<file path="src/rtl/ccr_gen_if.sv">
// ccr_gen_if: execute-stage bus into the condition-code producer.
// Carries the ALU result and side-band bits, pipeline control, the explicit
// CCR write, interrupt save/restore strobes and the flag outputs.
// master = execute stage / pipeline control, slave = ccr_gen.

interface ccr_gen_if #(
  parameter int DATA_W = 32
);
  logic              ex_valid;
  logic              ex_setcc;
  logic [1:0]        ex_op_class;
  logic [DATA_W-1:0] ex_result;
  logic              ex_carry_out;
  logic              ex_shift_out;
  logic              ex_a_msb;
  logic              ex_b_msb;
  logic              stall;
  logic              flush;
  logic              cc_wr;
  logic [3:0]        cc_wdata;
  logic              irq_save;
  logic              irq_restore;
  logic [3:0]        cc4;
  logic [3:0]        cc4_fwd;
  logic              cc_err;

  modport master (
    output ex_valid, ex_setcc, ex_op_class, ex_result, ex_carry_out,
           ex_shift_out, ex_a_msb, ex_b_msb, stall, flush, cc_wr, cc_wdata,
           irq_save, irq_restore,
    input  cc4, cc4_fwd, cc_err
  );

  modport slave (
    input  ex_valid, ex_setcc, ex_op_class, ex_result, ex_carry_out,
           ex_shift_out, ex_a_msb, ex_b_msb, stall, flush, cc_wr, cc_wdata,
           irq_save, irq_restore,
    output cc4, cc4_fwd, cc_err
  );
endinterface

</file>
<file path="src/rtl/ccr_gen.sv">
// ccr_gen: condition-code producer for the 3-stage pipeline.
// Derives z/n/c/v from the execute-stage ALU result, holds them in the
// architectural CCR (cc4, bit 0=z 1=n 2=c 3=v) and exposes the next CCR
// value combinationally on cc4_fwd so a branch in decode sees it at once.
// Optional feature macro: CCR_SHADOW_EN adds a one-entry shadow CCR with a
// RUN/SAVED state machine for interrupt entry/return and a sticky protocol
// error flag. Without it irq_save/irq_restore are ignored and cc_err is 0.

module ccr_gen #(
  parameter int DATA_W = 32
) (
  input  logic      clk,
  input  logic      rst_n,
  ccr_gen_if.slave  bus
);

  localparam logic [1:0] OP_LOGIC = 2'b00;
  localparam logic [1:0] OP_ADD   = 2'b01;
  localparam logic [1:0] OP_SUB   = 2'b10;
  localparam logic [1:0] OP_SHIFT = 2'b11;

  logic [3:0] cc4_r;
  logic [3:0] next_s;
  logic [3:0] cand_s;
  logic       z_s;
  logic       n_s;
  logic       c_s;
  logic       v_s;
  logic       go_s;
  logic       upd_s;
  logic       wr_s;
  logic       restore_s;
  logic [3:0] restore_val_s;

  // Candidate flags from the current execute-stage result.
  always_comb begin
    z_s = (bus.ex_result == {DATA_W{1'b0}});
    n_s = bus.ex_result[DATA_W-1];
    c_s = cc4_r[2];
    v_s = 1'b0;
    case (bus.ex_op_class)
      OP_LOGIC: begin
        c_s = cc4_r[2];
        v_s = 1'b0;
      end
      OP_ADD: begin
        // Same-sign operands producing an opposite-sign result overflow.
        c_s = bus.ex_carry_out;
        v_s = (bus.ex_a_msb == bus.ex_b_msb) & (n_s != bus.ex_a_msb);
      end
      OP_SUB: begin
        // Adder computes a + ~b + 1, so carry set means no borrow.
        c_s = bus.ex_carry_out;
        v_s = (bus.ex_a_msb != bus.ex_b_msb) & (n_s != bus.ex_a_msb);
      end
      OP_SHIFT: begin
        c_s = bus.ex_shift_out;
        v_s = 1'b0;
      end
      default: begin
        c_s = cc4_r[2];
        v_s = 1'b0;
      end
    endcase
  end

  assign cand_s = {v_s, c_s, n_s, z_s};

  // A held or squashed instruction must not touch the flags.
  assign go_s  = bus.ex_valid & ~bus.stall & ~bus.flush;
  assign upd_s = go_s & bus.ex_setcc;
  assign wr_s  = go_s & bus.cc_wr;

`ifdef CCR_SHADOW_EN

  typedef enum logic {
    ST_RUN   = 1'b0,
    ST_SAVED = 1'b1
  } state_t;

  state_t     state_r;
  state_t     state_nxt_s;
  logic [3:0] shadow_r;
  logic [3:0] shadow_nxt_s;
  logic       err_set_s;
  logic       cc_err_r;

  // Restore is only legal from SAVED; it overrides stall/flush.
  assign restore_s     = (state_r == ST_SAVED) & bus.irq_restore;
  assign restore_val_s = shadow_r;

  // Shadow state machine: restore is resolved before save in the same cycle.
  always_comb begin
    state_nxt_s  = state_r;
    shadow_nxt_s = shadow_r;
    err_set_s    = 1'b0;
    case (state_r)
      ST_RUN: begin
        if (bus.irq_restore) begin
          err_set_s = 1'b1;
        end else begin
          err_set_s = 1'b0;
        end
        if (bus.irq_save) begin
          // Capture the forwarded value so an in-flight update is kept.
          shadow_nxt_s = next_s;
          state_nxt_s  = ST_SAVED;
        end else begin
          state_nxt_s  = ST_RUN;
        end
      end
      ST_SAVED: begin
        if (bus.irq_restore) begin
          if (bus.irq_save) begin
            // Re-save after restore: captures the value just restored.
            shadow_nxt_s = next_s;
            state_nxt_s  = ST_SAVED;
          end else begin
            state_nxt_s  = ST_RUN;
          end
        end else if (bus.irq_save) begin
          // Nested save: shadow is only one deep, keep the original.
          err_set_s   = 1'b1;
          state_nxt_s = ST_SAVED;
        end else begin
          state_nxt_s = ST_SAVED;
        end
      end
      default: begin
        state_nxt_s  = ST_RUN;
        shadow_nxt_s = shadow_r;
        err_set_s    = 1'b1;
      end
    endcase
  end

  // Shadow FSM state, shadow CCR and sticky error registers.
  always_ff @(posedge clk or negedge rst_n) begin
    if (!rst_n) begin
      state_r  <= ST_RUN;
      shadow_r <= 4'b0000;
      cc_err_r <= 1'b0;
    end else begin
      state_r  <= state_nxt_s;
      shadow_r <= shadow_nxt_s;
      cc_err_r <= cc_err_r | err_set_s;
    end
  end

  assign bus.cc_err = cc_err_r;

`else

  logic irq_unused_s;

  assign irq_unused_s  = bus.irq_save | bus.irq_restore;
  assign restore_s     = 1'b0;
  assign restore_val_s = 4'b0000;
  assign bus.cc_err    = 1'b0;

`endif

  // Next CCR value: restore, then explicit write, then flag update, else hold.
  always_comb begin
    next_s = cc4_r;
    if (restore_s) begin
      next_s = restore_val_s;
    end else if (wr_s) begin
      next_s = bus.cc_wdata;
    end else if (upd_s) begin
      next_s = cand_s;
    end else begin
      next_s = cc4_r;
    end
  end

  // Architectural CCR takes the forwarded next value every edge.
  always_ff @(posedge clk or negedge rst_n) begin
    if (!rst_n) begin
      cc4_r <= 4'b0000;
    end else begin
      cc4_r <= next_s;
    end
  end

  assign bus.cc4     = cc4_r;
  assign bus.cc4_fwd = next_s;

endmodule

</file>
<file path="src/flat_wrapper.sv">
// flat-port wrapper written by rule: the top's interface ports become plain ports
module ccr_gen_flat 
#(
  parameter int DATA_W = 32
)
  (clk, rst_n, bus_ex_valid, bus_ex_setcc, bus_ex_op_class, bus_ex_result, bus_ex_carry_out, bus_ex_shift_out, bus_ex_a_msb, bus_ex_b_msb, bus_stall, bus_flush, bus_cc_wr, bus_cc_wdata, bus_irq_save, bus_irq_restore, bus_cc4, bus_cc4_fwd, bus_cc_err);
  ccr_gen_if #(.DATA_W(DATA_W)) bus_i ();
  input  logic clk;
  input  logic rst_n;
  input wire logic [$bits(bus_i.ex_valid)-1:0] bus_ex_valid;
  input wire logic [$bits(bus_i.ex_setcc)-1:0] bus_ex_setcc;
  input wire logic [$bits(bus_i.ex_op_class)-1:0] bus_ex_op_class;
  input wire logic [$bits(bus_i.ex_result)-1:0] bus_ex_result;
  input wire logic [$bits(bus_i.ex_carry_out)-1:0] bus_ex_carry_out;
  input wire logic [$bits(bus_i.ex_shift_out)-1:0] bus_ex_shift_out;
  input wire logic [$bits(bus_i.ex_a_msb)-1:0] bus_ex_a_msb;
  input wire logic [$bits(bus_i.ex_b_msb)-1:0] bus_ex_b_msb;
  input wire logic [$bits(bus_i.stall)-1:0] bus_stall;
  input wire logic [$bits(bus_i.flush)-1:0] bus_flush;
  input wire logic [$bits(bus_i.cc_wr)-1:0] bus_cc_wr;
  input wire logic [$bits(bus_i.cc_wdata)-1:0] bus_cc_wdata;
  input wire logic [$bits(bus_i.irq_save)-1:0] bus_irq_save;
  input wire logic [$bits(bus_i.irq_restore)-1:0] bus_irq_restore;
  output wire logic [$bits(bus_i.cc4)-1:0] bus_cc4;
  output wire logic [$bits(bus_i.cc4_fwd)-1:0] bus_cc4_fwd;
  output wire logic [$bits(bus_i.cc_err)-1:0] bus_cc_err;
  assign bus_i.ex_valid = bus_ex_valid;
  assign bus_i.ex_setcc = bus_ex_setcc;
  assign bus_i.ex_op_class = bus_ex_op_class;
  assign bus_i.ex_result = bus_ex_result;
  assign bus_i.ex_carry_out = bus_ex_carry_out;
  assign bus_i.ex_shift_out = bus_ex_shift_out;
  assign bus_i.ex_a_msb = bus_ex_a_msb;
  assign bus_i.ex_b_msb = bus_ex_b_msb;
  assign bus_i.stall = bus_stall;
  assign bus_i.flush = bus_flush;
  assign bus_i.cc_wr = bus_cc_wr;
  assign bus_i.cc_wdata = bus_cc_wdata;
  assign bus_i.irq_save = bus_irq_save;
  assign bus_i.irq_restore = bus_irq_restore;
  assign bus_cc4 = bus_i.cc4;
  assign bus_cc4_fwd = bus_i.cc4_fwd;
  assign bus_cc_err = bus_i.cc_err;
  ccr_gen #(.DATA_W(DATA_W)) u_core (.clk(clk), .rst_n(rst_n), .bus(bus_i));
endmodule
</file>
<file path="config.mk">
export PLATFORM = sky130hd
export DESIGN_NAME = ccr_gen_flat
export DESIGN_NICKNAME = d
export VERILOG_FILES = /design/src/rtl/ccr_gen_if.sv /design/src/rtl/ccr_gen.sv /design/src/flat_wrapper.sv
export SDC_FILE = /design/constraint.sdc
export NUM_CORES = 1
export LEC_CHECK = 0
export BUFFER_PORTS_ARGS = -buffer_cell sky130_fd_sc_hd__buf_2
export CAP_MARGIN = 15
export CORE_UTILIZATION = 29
export CTS_BUF_LIST = sky130_fd_sc_hd__clkbuf_4 sky130_fd_sc_hd__clkbuf_8
export DETAILED_ROUTE_END_ITERATION = 10
export GPL_ROUTABILITY_DRIVEN = 0
export GPL_TIMING_DRIVEN = 1
export PLACE_DENSITY = 0.8
export SYNTH_ARGS = -nofsm -noshare
export SYNTH_HDL_FRONTEND = slang
export SYNTH_SLANG_ARGS = --single-unit
</file>
<file path="constraint.sdc">
create_clock -name clk -period 0.9 [get_ports clk]
set_input_delay 0 -clock clk [delete_from_list [all_inputs] [get_ports clk]]
set_output_delay 0 -clock clk [all_outputs]
set_load 0.05 [all_outputs]
</file>
==> results_dict.tcl <==
set metrics [dict create \
    antennaDiodeCount 0 \
    yosys_register_bits 4 \
    dieArea_um2 1520 \
    crit_path_max_incr_delay_ps 400 \
    postSynthNetCount 96 \
    cts_root_buffer "sky130_fd_sc_hd__clkbuf_4" \
    unrepaired_setup_endpoints_after_global_routing "true" \
    seqCellArea_um2 105 \
    run_status "finished with violations" \
    holdPathStages 3 \
    arrival_ps 1200 \
    synth.yosys.warnings 0 \
    setup_ws_post_layout_ps -298 \
    ys_async_sr_fraction_pct 100 \
    grt_max_degree 7 \
    clock_insertion_delay_worst_skew_ps 240 \
    vias_in_the_first_global_route 581 \
    power.density_nw_per_um2 1340 \
    largest_register_ff_count 4 \
    layout.cells.non_filler 120 \
    die_h_um 39.0 \
    clock_tree.buffer_depth 2 \
    route.detailed.vias_per_inst 4.93 \
    violations_in_the_final_reports "negative setup slack" \
    nets 162 \
    yosysTopAreaCellShare_pct 25.2 \
    cts_tree "built" \
    syn_area_um2 397 \
    report.final.slew_viol_count 0 \
    grt.total_usage_pct 22.0 \
    cap_viol_max_count 0 \
    mostFrequentLayoutCell "sky130_fd_sc_hd__buf_2" \
    vdd.ir_drop.worst_uv 1290 \
    power.leakage_nw 0.448 \
    synth_area_leader_cell "sky130_fd_sc_hd__dfrtp_1" \
    rows 12 \
    post_dp_hpwl_um 1090 \
    start_util_pct 33.4 \
    final.setup_skew_ps 0 \
    final.setup.tns_ps -941 \
    critical_path_class "reg2out" \
    finalHoldViolCount 0 \
    path_cells "nand2_2, o31ai_2, mux2_4, buf_6" \
    pre_cts_ws_ps -341 \
    yosysUniqueCellTypes 20 \
    commonest_cells_after_routing_fill_and_taps_aside "sky130_fd_sc_hd__buf_2, sky130_fd_sc_hd__buf_6, sky130_fd_sc_hd__nor4_2, sky130_fd_sc_hd__clkbuf_4, sky130_fd_sc_hd__dfrtp_2" \
    postRouteAntennaNets 0 \
    flow.area_growth_from_synthesis_pct 146 \
    syn_avg_cell_area_um2 9.44 \
    io_pins 60 \
    post_route_cells_drive_above_1_share_pct 85.8 \
    global_route.overflow_total 0 \
    critPathCaptureType "output port" \
    multi_input_comb_area_um2 409 \
    numCtsBuffers 3 \
    die_x_um 39.0 \
    timing.critical_path.slowest_stage_cell "sky130_fd_sc_hd__dfrtp_2" \
    synth_enable_flop_cells 0 \
    wl_per_cell_um 13.6 \
    yosysSeqAreaShare_pct 25.2 \
    cts.htree.levels 1 \
    maxClockFrequency_mhz 835 \
    number_of_drc_markers_in_iteration_0 3 \
    setup-violations-final 7 \
    clkSlewWorstSetupHoldPaths_ps 40 \
    numPortBuffers 56 \
    routed-via-count 591 \
    utilization_pct 82.3 \
    core-area_um2 1190 \
    top_cells_by_area_in_the_synthesized_netlist "sky130_fd_sc_hd__dfrtp_1, sky130_fd_sc_hd__nor4_2, sky130_fd_sc_hd__ha_1" \
    timing.critical_path.from_type "flip-flop" \
    count_of_unresolved_drc_violations_after_routing 0 \
    postSynthCellCount 42 \
    r2r_cells 3 \
    grt_antenna_before_repair 0 \
    synth-main-ff-cell "sky130_fd_sc_hd__dfrtp_1" \
    routed_wire_length_um 1630 \
    drtPass1Iterations 4 \
    critical_path.max_fanout 2 \
    finalCritPeriodShare_pct 133 \
    placedCellCount 114 \
    post-route-min-period_ps 1200 \
    numClockSinks 4 \
    hp-class "in2reg" \
    fillers 74 \
    grt_first_pass_wirelength_um 2210 \
    crit_required_ps 900 \
]
logic make-up after synthesis:
family                   share of synthesized area (%)
AND/OR/NAND/NOR                                   35.6
AO/OA/AOI/OAI                                     11.0
multiplexers                                      10.4
flip-flops                                        25.2
buffers and inverters                             5.05
adder cells (fa/ha/maj)                           9.46
other                                            0.945
XOR/XNOR                                          2.21
repair_timing:
| item | in CTS | in global routing |
|---|---|---|
| hold buffers | 1 | 0 |
| setup buffers | 1 | 1 |
| endpoints found under the hold margin | 4 | 0 |
| setup endpoints to repair | 5 | 7 |
| gates resized for setup | 24 | 8 |
| pin swaps | 3 | 2 |
synth_stat cells, types with 2 or more instances:
| master | number |
|---|---|
| sky130_fd_sc_hd__ha_1 | 3 |
| sky130_fd_sc_hd__nor4_2 | 4 |
| sky130_fd_sc_hd__nand2_1 | 4 |
| sky130_fd_sc_hd__nor4_1 | 4 |
| sky130_fd_sc_hd__mux2i_1 | 3 |
| sky130_fd_sc_hd__nand4_1 | 2 |
| sky130_fd_sc_hd__nand3b_1 | 2 |
| sky130_fd_sc_hd__o21ai_1 | 4 |
| sky130_fd_sc_hd__inv_1 | 2 |
| sky130_fd_sc_hd__dfrtp_1 | 4 |
worst max-delay path: cells and delay by family, from the launching register on:
| family | cells | cell delay [ps] |
|---|---|---|
| mux | 1 | 280 |
| compound gates | 1 | 60 |
| buf+inv | 1 | 150 |
| flops | 1 | 400 |
| simple gates | 1 | 60 |
power breakdown:
| part | internal (W) | leakage [nW] | total [W] | switching [W] |
|---|---|---|---|---|
| Sequential | 0.000223 | 0.0456 | 0.000255 | 0.0000326 |
| Combinational | 0.000367 | 0.389 | 0.000827 | 0.000460 |
| Clock | 0.000150 | 0.0138 | 0.000230 | 0.0000802 |
| Total | 0.000739 | 0.448 | 0.00131 | 0.000573 |
metrics by stage:
stage / power [W] / instance area [um^2] / hold WS (ps)
after global routing: 0.00138 / 976 / 19.8
after floorplan: 0.000670 / 457 / -296
after CTS: 0.00125 / 932 / 4.99
after global placement: 0.000872 / 785 / -194
final: 0.00131 / 976 / 21.0
after detailed placement: 0.000878 / 785 / -192
final timing paths:
kind | from | end | slack (ps)
min in group asynchronous | rst_n | u_core.bus.cc4[2] | 90
max in group asynchronous | rst_n | u_core.bus.cc4[0] | 670
min | bus_cc_wdata[2] | u_core.bus.cc4[2] | 20
min reg2reg | u_core.bus.cc4[1] | u_core.bus.cc4[1] | 630
max reg2reg | u_core.bus.cc4[0] | u_core.bus.cc4[0] | -30
max | u_core.bus.cc4[0] | bus_cc4_fwd[0] | -300
cell type report:
cell class,instances,share of cell area [%]
sequential,4,10.8
inverter,2,1.28
multi-input combinational,34,41.9
timing repair buffer,63,41.9
tap,14,1.79
clock buffer,3,2.31
metal layers:
layer	GRT usage [%]	share of wire (%)	vias up
met5	0	0	-
met4	13.8	1.5	0
met3	2.89	5.5	2
met2	42.9	60	32
met1	20.8	33	265
li1	-	-	292
No activity file was read; power rests on OpenSTA's default activity.
